==> src/rtl/hex_scan_display_pkg.sv <==
// Shared types and the active-low hex segment table for the multiplexed hex display.
package hex_scan_display_pkg;

    typedef logic [6:0] seg_t;

    localparam seg_t SEG_BLANK = 7'h7F;

    // Index is the nibble value; bit 0 is segment a, a low bit lights the segment.
    localparam seg_t HEX_SEG [16] = '{
        7'h40, 7'h79, 7'h24, 7'h30, 7'h19, 7'h12, 7'h02, 7'h78,
        7'h00, 7'h10, 7'h08, 7'h03, 7'h46, 7'h21, 7'h06, 7'h0E
    };

endpackage

==> src/rtl/hex_7seg_decoder.sv <==
// Stateless nibble to active-low seven-segment decode.
module hex_7seg_decoder
    import hex_scan_display_pkg::*;
(
    input  logic [3:0] nibble,
    output logic [6:0] seg
);

    assign seg = HEX_SEG[nibble];

endmodule

==> src/rtl/hex_scan_display.sv <==
// Time-multiplexed hex display driver with frame-aligned value commit and
// optional leading-zero blanking.
module hex_scan_display
    import hex_scan_display_pkg::*;
#(
    parameter int NUM_DIGITS    = 4,
    parameter int SCAN_DIV      = 50000,
    parameter bit BLANK_DEFAULT = 1'b0
) (
    input  logic                    CLOCK_50,
    input  logic                    RESET_N,
    input  logic [4*NUM_DIGITS-1:0] VALUE,
    input  logic                    LOAD,
    input  logic                    BLANK_EN,
    output logic [6:0]              SEG,
    output logic [NUM_DIGITS-1:0]   DIG_EN,
    output logic                    COMMIT
);

    localparam int VAL_W = 4 * NUM_DIGITS;
    localparam int IDX_W = (NUM_DIGITS > 1) ? $clog2(NUM_DIGITS) : 1;
    localparam int CNT_W = $clog2(SCAN_DIV);
    localparam logic [CNT_W-1:0] CNT_LAST = CNT_W'(SCAN_DIV - 1);
    localparam logic [IDX_W-1:0] IDX_LAST = IDX_W'(NUM_DIGITS - 1);

    generate
        if (NUM_DIGITS < 1 || NUM_DIGITS > 8) begin : g_bad_digits
            $error("hex_scan_display: NUM_DIGITS must be in 1..8");
        end
        if (SCAN_DIV < 2) begin : g_bad_div
            $error("hex_scan_display: SCAN_DIV must be at least 2");
        end
    endgenerate

    logic [CNT_W-1:0] cnt;
    logic [IDX_W-1:0] idx;
    logic [VAL_W-1:0] disp_value;
    logic [VAL_W-1:0] shadow_value;
    logic             disp_blank;
    logic             shadow_blank;
    logic             pending;
    logic             slot_end;
    logic             frame_end;
    logic [3:0]       cur_nibble;
    logic             cur_lead;
    logic             seen_nz;
    logic             blank_cur;
    logic [6:0]       dec_seg;

    assign slot_end  = (cnt == CNT_LAST);
    assign frame_end = slot_end && (idx == IDX_LAST);

    // Walk from the most significant digit down: cur_lead says whether any
    // nibble at or above the scanned digit is nonzero.
    always_comb begin
        // NOTE: every combinational output gets a default first so no path
        // through the loop leaves it unassigned and infers a latch.
        cur_nibble = 4'h0;
        cur_lead   = 1'b0;
        seen_nz    = 1'b0;
        for (int k = NUM_DIGITS - 1; k >= 0; k--) begin
            seen_nz = seen_nz | (disp_value[4*k +: 4] != 4'h0);
            if (idx == IDX_W'(k)) begin
                cur_nibble = disp_value[4*k +: 4];
                cur_lead   = seen_nz;
            end
        end
    end

    assign blank_cur = disp_blank && (idx != '0) && !cur_lead;

    hex_7seg_decoder u_decoder (
        .nibble (cur_nibble),
        .seg    (dec_seg)
    );

    // NOTE: all sequential state uses non-blocking assignments so every
    // register samples pre-edge values regardless of statement order.
    always_ff @(posedge CLOCK_50) begin
        if (!RESET_N) begin
            cnt          <= '0;
            idx          <= '0;
            disp_value   <= '0;
            shadow_value <= '0;
            disp_blank   <= BLANK_DEFAULT;
            shadow_blank <= BLANK_DEFAULT;
            pending      <= 1'b0;
            SEG          <= SEG_BLANK;
            DIG_EN       <= '1;
            COMMIT       <= 1'b0;
        end else begin
            if (slot_end) begin
                cnt <= '0;
                idx <= (idx == IDX_LAST) ? '0 : idx + 1'b1;
            end else begin
                cnt <= cnt + 1'b1;
            end

            // The display register only moves on a frame boundary, so a frame never tears.
            COMMIT <= 1'b0;
            if (frame_end && LOAD) begin
                disp_value <= VALUE;
                disp_blank <= BLANK_EN;
                pending    <= 1'b0;
                COMMIT     <= 1'b1;
            end else if (frame_end && pending) begin
                disp_value <= shadow_value;
                disp_blank <= shadow_blank;
                pending    <= 1'b0;
                COMMIT     <= 1'b1;
            end else if (LOAD) begin
                shadow_value <= VALUE;
                shadow_blank <= BLANK_EN;
                pending      <= 1'b1;
            end

            // First cycle of each slot keeps every digit dark to avoid ghosting.
            if (cnt == '0) begin
                DIG_EN <= '1;
                SEG    <= SEG_BLANK;
            end else begin
                DIG_EN <= ~(NUM_DIGITS'(1) << idx);
                SEG    <= blank_cur ? SEG_BLANK : dec_seg;
            end
        end
    end

endmodule

==> config.mk <==
export PLATFORM = sky130hd
export DESIGN_NAME = hex_scan_display
export DESIGN_NICKNAME = d
export VERILOG_FILES = /design/src/rtl/hex_scan_display_pkg.sv /design/src/rtl/hex_7seg_decoder.sv /design/src/rtl/hex_scan_display.sv
export SDC_FILE = /design/constraint.sdc
export NUM_CORES = 1
export LEC_CHECK = 0
export ABC_AREA = 0
export CORE_MARGIN = 5
export CORE_UTILIZATION = 59
export CTS_BUF_LIST = sky130_fd_sc_hd__clkbuf_2
export DETAILED_ROUTE_END_ITERATION = 12
export HOLD_SLACK_MARGIN = 0.15
export PLACE_DENSITY = 0.83
export REMOVE_ABC_BUFFERS = 1
export SETUP_SLACK_MARGIN = 0.5
export SYNTH_ARGS = -nofsm -noshare
export SYNTH_HDL_FRONTEND = slang
export SYNTH_SLANG_ARGS = --single-unit
==> constraint.sdc <==
create_clock -name CLOCK_50 -period 3 [get_ports CLOCK_50]
set_clock_uncertainty 0.1 [all_clocks]
set_input_delay 0.6 -clock CLOCK_50 [delete_from_list [all_inputs] [get_ports CLOCK_50]]
set_output_delay 0.6 -clock CLOCK_50 [all_outputs]
set_load 0.005 [all_outputs]
==> results of run 1 <==
## synthesized netlist by cell type (10+ instances only)
library cell / n
nand2_1: 84
dfxtp_1: 65
nand3_1: 22
nor2_1: 22
o22ai_1: 17
o21ai_0: 16
clkbuf_1: 13
o21ai_2: 13
ha_1: 12
xor2_1: 11
a22o_1: 10
inv_1: 10
## cell families (layout without fill, tap and decap cells)
| group | after synthesis | after routing |
|---|---|---|
| adders and majority gates | 12 | 12 |
| DFF | 65 | 65 |
| xor gates and xnor gates | 15 | 15 |
| buffers and inverters | 35 | 62 |
| and+or+nand+nor | 174 | 174 |
| AOI/OAI and AO/OA | 81 | 82 |
| muxes | 1 | 1 |
## worst paths after layout
| kind | depth (start not counted) | start | endpoint |
|---|---|---|---|
| worst max register to register | 9 | idx[1] | SEG[3] |
| worst min register to register | 2 | shadow_value[14] | shadow_value[14] |
| worst min-delay path | 2 | shadow_value[14] | shadow_value[14] |
| worst max-delay path | 9 | idx[1] | SEG[3] |
## flip-flops by register name, summed over array words and instances (netlist names)
| name | count |
|---|---|
| shadow_value | 16 |
| SEG | 7 |
| pending | 1 |
| idx | 2 |
| DIG_EN | 4 |
| disp_value | 16 |
| disp_blank | 1 |
| shadow_blank | 1 |
| cnt | 16 |
| COMMIT | 1 |
## power groups by stage
stage / clock, uW / combinational (uW) / sequential (uW)
global placement: 0 / 144 / 926
CTS: 505 / 150 / 908
floorplan: 0 / 65.0 / 925
detailed placement: 0 / 147 / 927
global route: 549 / 167 / 913
finish: 495 / 152 / 908
## per-stage QoR
stage               hold WS (ps)  utilization  cell area, um^2
global route                 388        0.681             3680
global placement             345        0.650             3510
CTS                          371        0.672             3630
floorplan                    337            -             3090
finish                       368        0.681             3680
detailed placement           348        0.650             3510
## routing by layer
metal / track usage / vias to the layer above / wire length [um]
li1: - / 1397 / -
met2: 0.325 / 59 / 3090
met4: 0.0702 / 0 / 104
met1: 0.254 / 1254 / 3120
met3: 0.0632 / 10 / 398
met5: 0 / - / 0
## worst reg2reg max path, delay by kind of cell, from the launching register on
kind,cells,cell delay [ps]
buffers and inverters,2,190
AO/OA/AOI/OAI,3,640
AND/OR/NAND/NOR,1,80
adder cells (fa/ha/maj),2,570
flip-flops,1,410
multiplexers,1,270
## final cells by class
class | count | share of cell area
multi-input cells | 284 | 0.486
flip-flops and latches | 65 | 0.354
repair buffers | 37 | 0.0985
well taps | 72 | 0.0245
clock buffers | 11 | 0.0149
clock inverters | 4 | 0.0122
inverters | 10 | 0.0102
## repair_timing
action / 4_1_cts / 5_1_grt
pin swaps: 1 / 2
setup endpoints to repair: 21 / 11
buffers inserted: 0 / 2
gates resized for setup: 2 / 7
gates cloned: 1 / 0
==> flow_metrics.py, run 1 <==
metrics = {
    "run_status": {
        "status": "finished clean",
    },
    "cts": {
        "max-clock-path-buffers": 2,
        "path_clk_slew_ps": 170,
        "cts_buffers": 9,
        "clock_sinks": 65,
        "htree_levels": 3,
        "root_buffer": "clkbuf_2",
        "holdBufCountCts": 0,
        "cts_tree": "built",
        "worstSkewPairLatency_ps": 510,
    },
    "yosys": {
        "ys_async_sr_fraction": 0,
        "synth_xor_area_frac": 0.0407,
        "synth_simple_gate_area_frac": 0.267,
        "synth-main-ff-cell": "dfxtp_1",
        "synth_area_leaders": "dfxtp_1 (40%), nand2_1 (9.8%), ha_1 (4.7%)",
        "seq_area_frac_synth": 0.403,
        "synth_mux_area_frac": 0.00349,
        "avgSynthCellArea_um2": 8.43,
        "synth-edff-count": 0,
        "synth_top_cell_area_share": 0.403,
        "syn-cell-area_um2": 3230,
        "synthAdderAreaFrac": 0.0465,
        "syn-instance-count": 383,
        "synth_top_area_cell": "dfxtp_1",
        "synth_warnings": 0,
        "synth_compound_gate_area_share": 0.184,
        "synth_top_family_by_area": "simple AND/OR/NAND/NOR gates",
        "yosys_register_bits": 65,
        "ys_types": 49,
    },
    "timing": {
        "worst_slew_pin_slew_ps": 681,
        "clock.fmax_mhz": 422,
        "slew_headroom": 0.545,
        "finalCriticalPeriod_ps": 2370,
        "report.final.setup_viol": 0,
        "hold_violations": 0,
        "layout_setup_ws_ps": 628,
        "min_period_over_period": 0.791,
        "slew_violations": 0,
        "grt_setup_unrepaired": "yes",
        "tns_ps": 0,
    },
    "floorplanning": {
        "core-area_um2": 5410,
        "die-height_um": 84.0,
        "die_area_um2": 7050,
        "initial_core_util": 0.597,
        "rows": 27,
        "die_width_um": 84.0,
        "pin_count": 32,
    },
    "final_layout": {
        "layout_commonest_cell": "nand2_1",
        "drive_above_1_share": 0.129,
        "syn_to_final_growth_pct": 14.2,
        "diodes": 0,
        "finalNonFillerCells": 483,
        "multiInputGateArea_um2": 1790,
        "seq_area_um2": 1300,
        "layout_common_cells": "nand2_1 (84), dfxtp_1 (63), clkdlybuf4s50_1 (30)",
        "fin_nets": 439,
        "fillers": 453,
    },
    "pwr": {
        "p_comb_frac": 0.098,
        "finalPower_uw": 1560,
        "p_seq_frac": 0.584,
        "switching_share": 0.255,
        "p_leak_uw": 0.00135,
        "peakVddDrop_mv": 0.304,
        "switching_power_uw": 397,
        "p_clk_frac": 0.319,
        "p_int_uw": 1160,
        "pwr_density_cell_nw_per_um2": 422,
    },
    "detailed_routing": {
        "drt-pass1-iter-count": 4,
        "dr_total_vias": 2720,
        "wl_per_cell_um": 13.9,
        "drt_iter0_drc": 195,
        "vias_per_cell": 5.63,
        "route.detailed.drc": 0,
        "ant_nets": 0,
        "wl_um": 6710,
    },
    "placed_design": {
        "post-place-cells": 465,
        "dp_hpwl_um": 4450,
        "globalplace.congestion": 0.832,
        "port_buffers": 31,
        "pre_cts_ws_ps": 326,
    },
    "worst_hold_path": {
        "hold_class": "flop to flop",
    },
    "setup_path": {
        "critical_path_class": "flop to flop",
        "crit_buf_inv": 2,
        "cp_max_fo": 12,
        "critPathLaunchType": "flop",
        "crit_arrival_ps": 2670,
        "ff2ff_setup_slack_ps": 630,
        "slowest_stage": "dfxtp_2",
        "path_cells": "inv_1, ha_1, a211oi_1, a221o_1, inv_1, ha_1, mux2_2, nor2_1, o21ai_0",
        "end_kind": "flop",
        "critical-path-top-delay-family": "compound AO/OA/AOI/OAI gates",
        "required_ps": 3290,
        "slowest_delay_ps": 410,
    },
    "flow_run": {
        "max-cap-violations": 0,
    },
    "global_routing": {
        "grt_usage": 0.201,
        "gr-total-overflow": 0,
        "grt_max_degree": 54,
        "grt_antenna_before_repair": 0,
        "grt_pass1_vias": 2573,
        "grt_pass1_wl_um": 11500,
    },
}
Power figures use the tool's default switching activity.
==> inputs of run 2 (changes only) <==
CORE_UTILIZATION = 53   (was 59)
PLACE_DENSITY = 0.79   (was 0.83)
clock period = 2.1 ns   (was 3 ns; I/O delays follow)
==> flow_metrics.py, run 2 (same netlist as run 1, synthesis figures left out) <==
metrics = {
    "placed_design": {
        "dp_hpwl_um": 4680,
        "port_buffers": 31,
        "globalplace.congestion": 0.872,
    },
    "timing": {
        "finalCriticalPeriod_ps": 2210,
        "min_period_over_period": 1.05,
        "report.final.setup_viol": 5,
        "grt_setup_unrepaired": "yes",
        "layout_setup_ws_ps": -106,
        "slew_violations": 0,
        "tns_ps": -259,
        "hold_violations": 0,
        "worst_slew_pin_slew_ps": 650,
        "clock.fmax_mhz": 453,
        "slew_headroom": 0.566,
        "whs_ps": 232,
    },
    "pwr": {
        "pwr_density_cell_nw_per_um2": 500,
        "finalPower_uw": 2320,
        "peakVddDrop_mv": 0.435,
        "p_leak_uw": 0.00172,
    },
    "detailed_routing": {
        "vias_per_cell": 6.32,
        "ant_nets": 0,
        "drt-pass1-iter-count": 5,
        "m1WireLength_um": 4260,
        "drt_iter0_drc": 382,
        "wl_um": 11000,
        "dr_total_vias": 3367,
        "top_layer_used": "met4",
        "dr_wl_met3_um": 831,
        "met2_length_um": 5430,
        "wl_per_cell_um": 20.6,
        "route.detailed.drc": 0,
    },
    "setup_path": {
        "required_ps": 2440,
        "cp_common_cell": "buf_4",
        "rr_startpoint": "idx[0]",
        "slowest_stage": "nor3b_1",
        "slowest_delay_ps": 430,
        "critical-path-top-delay-family": "compound AO/OA/AOI/OAI gates",
        "critPathLaunchType": "flop",
        "cp_max_fo": 7,
        "end_kind": "flop",
        "path_cells": "buf_4, ha_4, buf_4, nor3b_1, a221o_2, xor2_1, nor2_1, o31ai_1",
        "critPathLaunch": "idx[0]",
        "critical_path_class": "flop to flop",
        "crit_arrival_ps": 2550,
        "crit_buf_inv": 2,
    },
    "final_layout": {
        "drive_above_1_share": 0.421,
        "layout_commonest_cell": "nand2_1",
        "reg_top3": "cnt x16, disp_value x16, shadow_value x16",
        "syn_to_final_growth_pct": 43.9,
        "layout_common_cells": "nand2_1 (81), dfxtp_1 (44), buf_4 (27)",
        "fillers": 358,
        "fin_util": 0.784,
        "fin_nets": 486,
        "diodes": 0,
    },
    "run_status": {
        "failed_checks": "negative setup slack",
        "status": "finished, violations left",
    },
    "floorplanning": {
        "initial_core_util": 0.545,
        "die-height_um": 88.0,
        "die_width_um": 88.0,
        "rows": 28,
        "die_area_um2": 7750,
        "pin_count": 32,
        "core-area_um2": 5920,
    },
    "worst_hold_path": {
        "hold_class": "input pin to flop",
        "min_from": "RESET_N",
    },
    "global_routing": {
        "grt_pass1_wl_um": 13000,
        "grt_usage": 0.216,
        "grt_pass1_vias": 2824,
        "grt_max_degree": 75,
        "grt_antenna_before_repair": 0,
        "gr-total-overflow": 0,
    },
    "flow_run": {
        "max-cap-violations": 0,
    },
    "cts": {
        "root_buffer": "clkbuf_2",
        "worstSkewPairLatency_ps": 520,
        "htree_levels": 3,
        "max-clock-path-buffers": 2,
        "cts_tree": "built",
        "clock_sinks": 65,
        "holdBufCountCts": 0,
        "path_clk_slew_ps": 200,
        "cts_buffers": 9,
    },
}
run 2: cell count changes in the layout (fill, tap and decap cells not counted), moves of 12 or more:
cell,before,now
dfxtp_1,63,44
o22ai_1,17,0
clkdlybuf4s50_1,30,18
o22ai_2,0,14
buf_4,5,27
nor2_1,22,10
dfxtp_2,2,17
buf_6,0,14
run 2: final timing paths:
path / endpoint / slack (ps) / depth (start not counted)
worst max-delay path: SEG[0] / -110 / 8
worst min-delay path: DIG_EN[1] / 230 / 3
worst max register to register: SEG[0] / -110 / 8
worst min register to register: shadow_value[14] / 370 / 2
run 2: where the power goes:
group	internal (uW)	leakage (uW)	switching, uW
logic	145	0.00112	156
registers	1270	0.000535	22.6
clock network	273	0.0000716	453
run 2: worst min-delay path: cells and delay by family:
kind | cells | cell delay, ps
AOI/OAI and AO/OA | 1 | 190
buffers and inverters | 1 | 150
and+or+nand+nor | 1 | 90
run 2: cell type report:
class	instances	area, um^2	share of cell area
clock buffers	11	55.1	0.0119
clock inverters	4	45.0	0.00970
inverters	10	40.0	0.00863
multi-input cells	284	2210	0.476
flip-flops and latches	65	1340	0.288
well taps	75	93.8	0.0202
repair buffers	84	861	0.185
run 2: metal layers:
layer,GRT usage,vias up
met5,0,-
met4,0.0769,0
met3,0.0687,56
met2,0.361,193
met1,0.262,1616
li1,-,1502
run 2: what timing repair did:
item,CTS,global route
setup buffers,15,8
endpoints found under the setup margin,74,72
cloned,4,4
pin swaps,17,25
resized for setup,85,104
run 2: per-stage QoR:
stage	instance area, um^2	std cells	setup slack [ps]
6_report	4640	533	-106
5_1_grt	4640	533	-129
4_1_cts	4200	521	32.6
3_5_place_dp	3680	487	-168
3_3_place_gp	3680	487	-15.7
2_1_floorplan	3090	358	-215
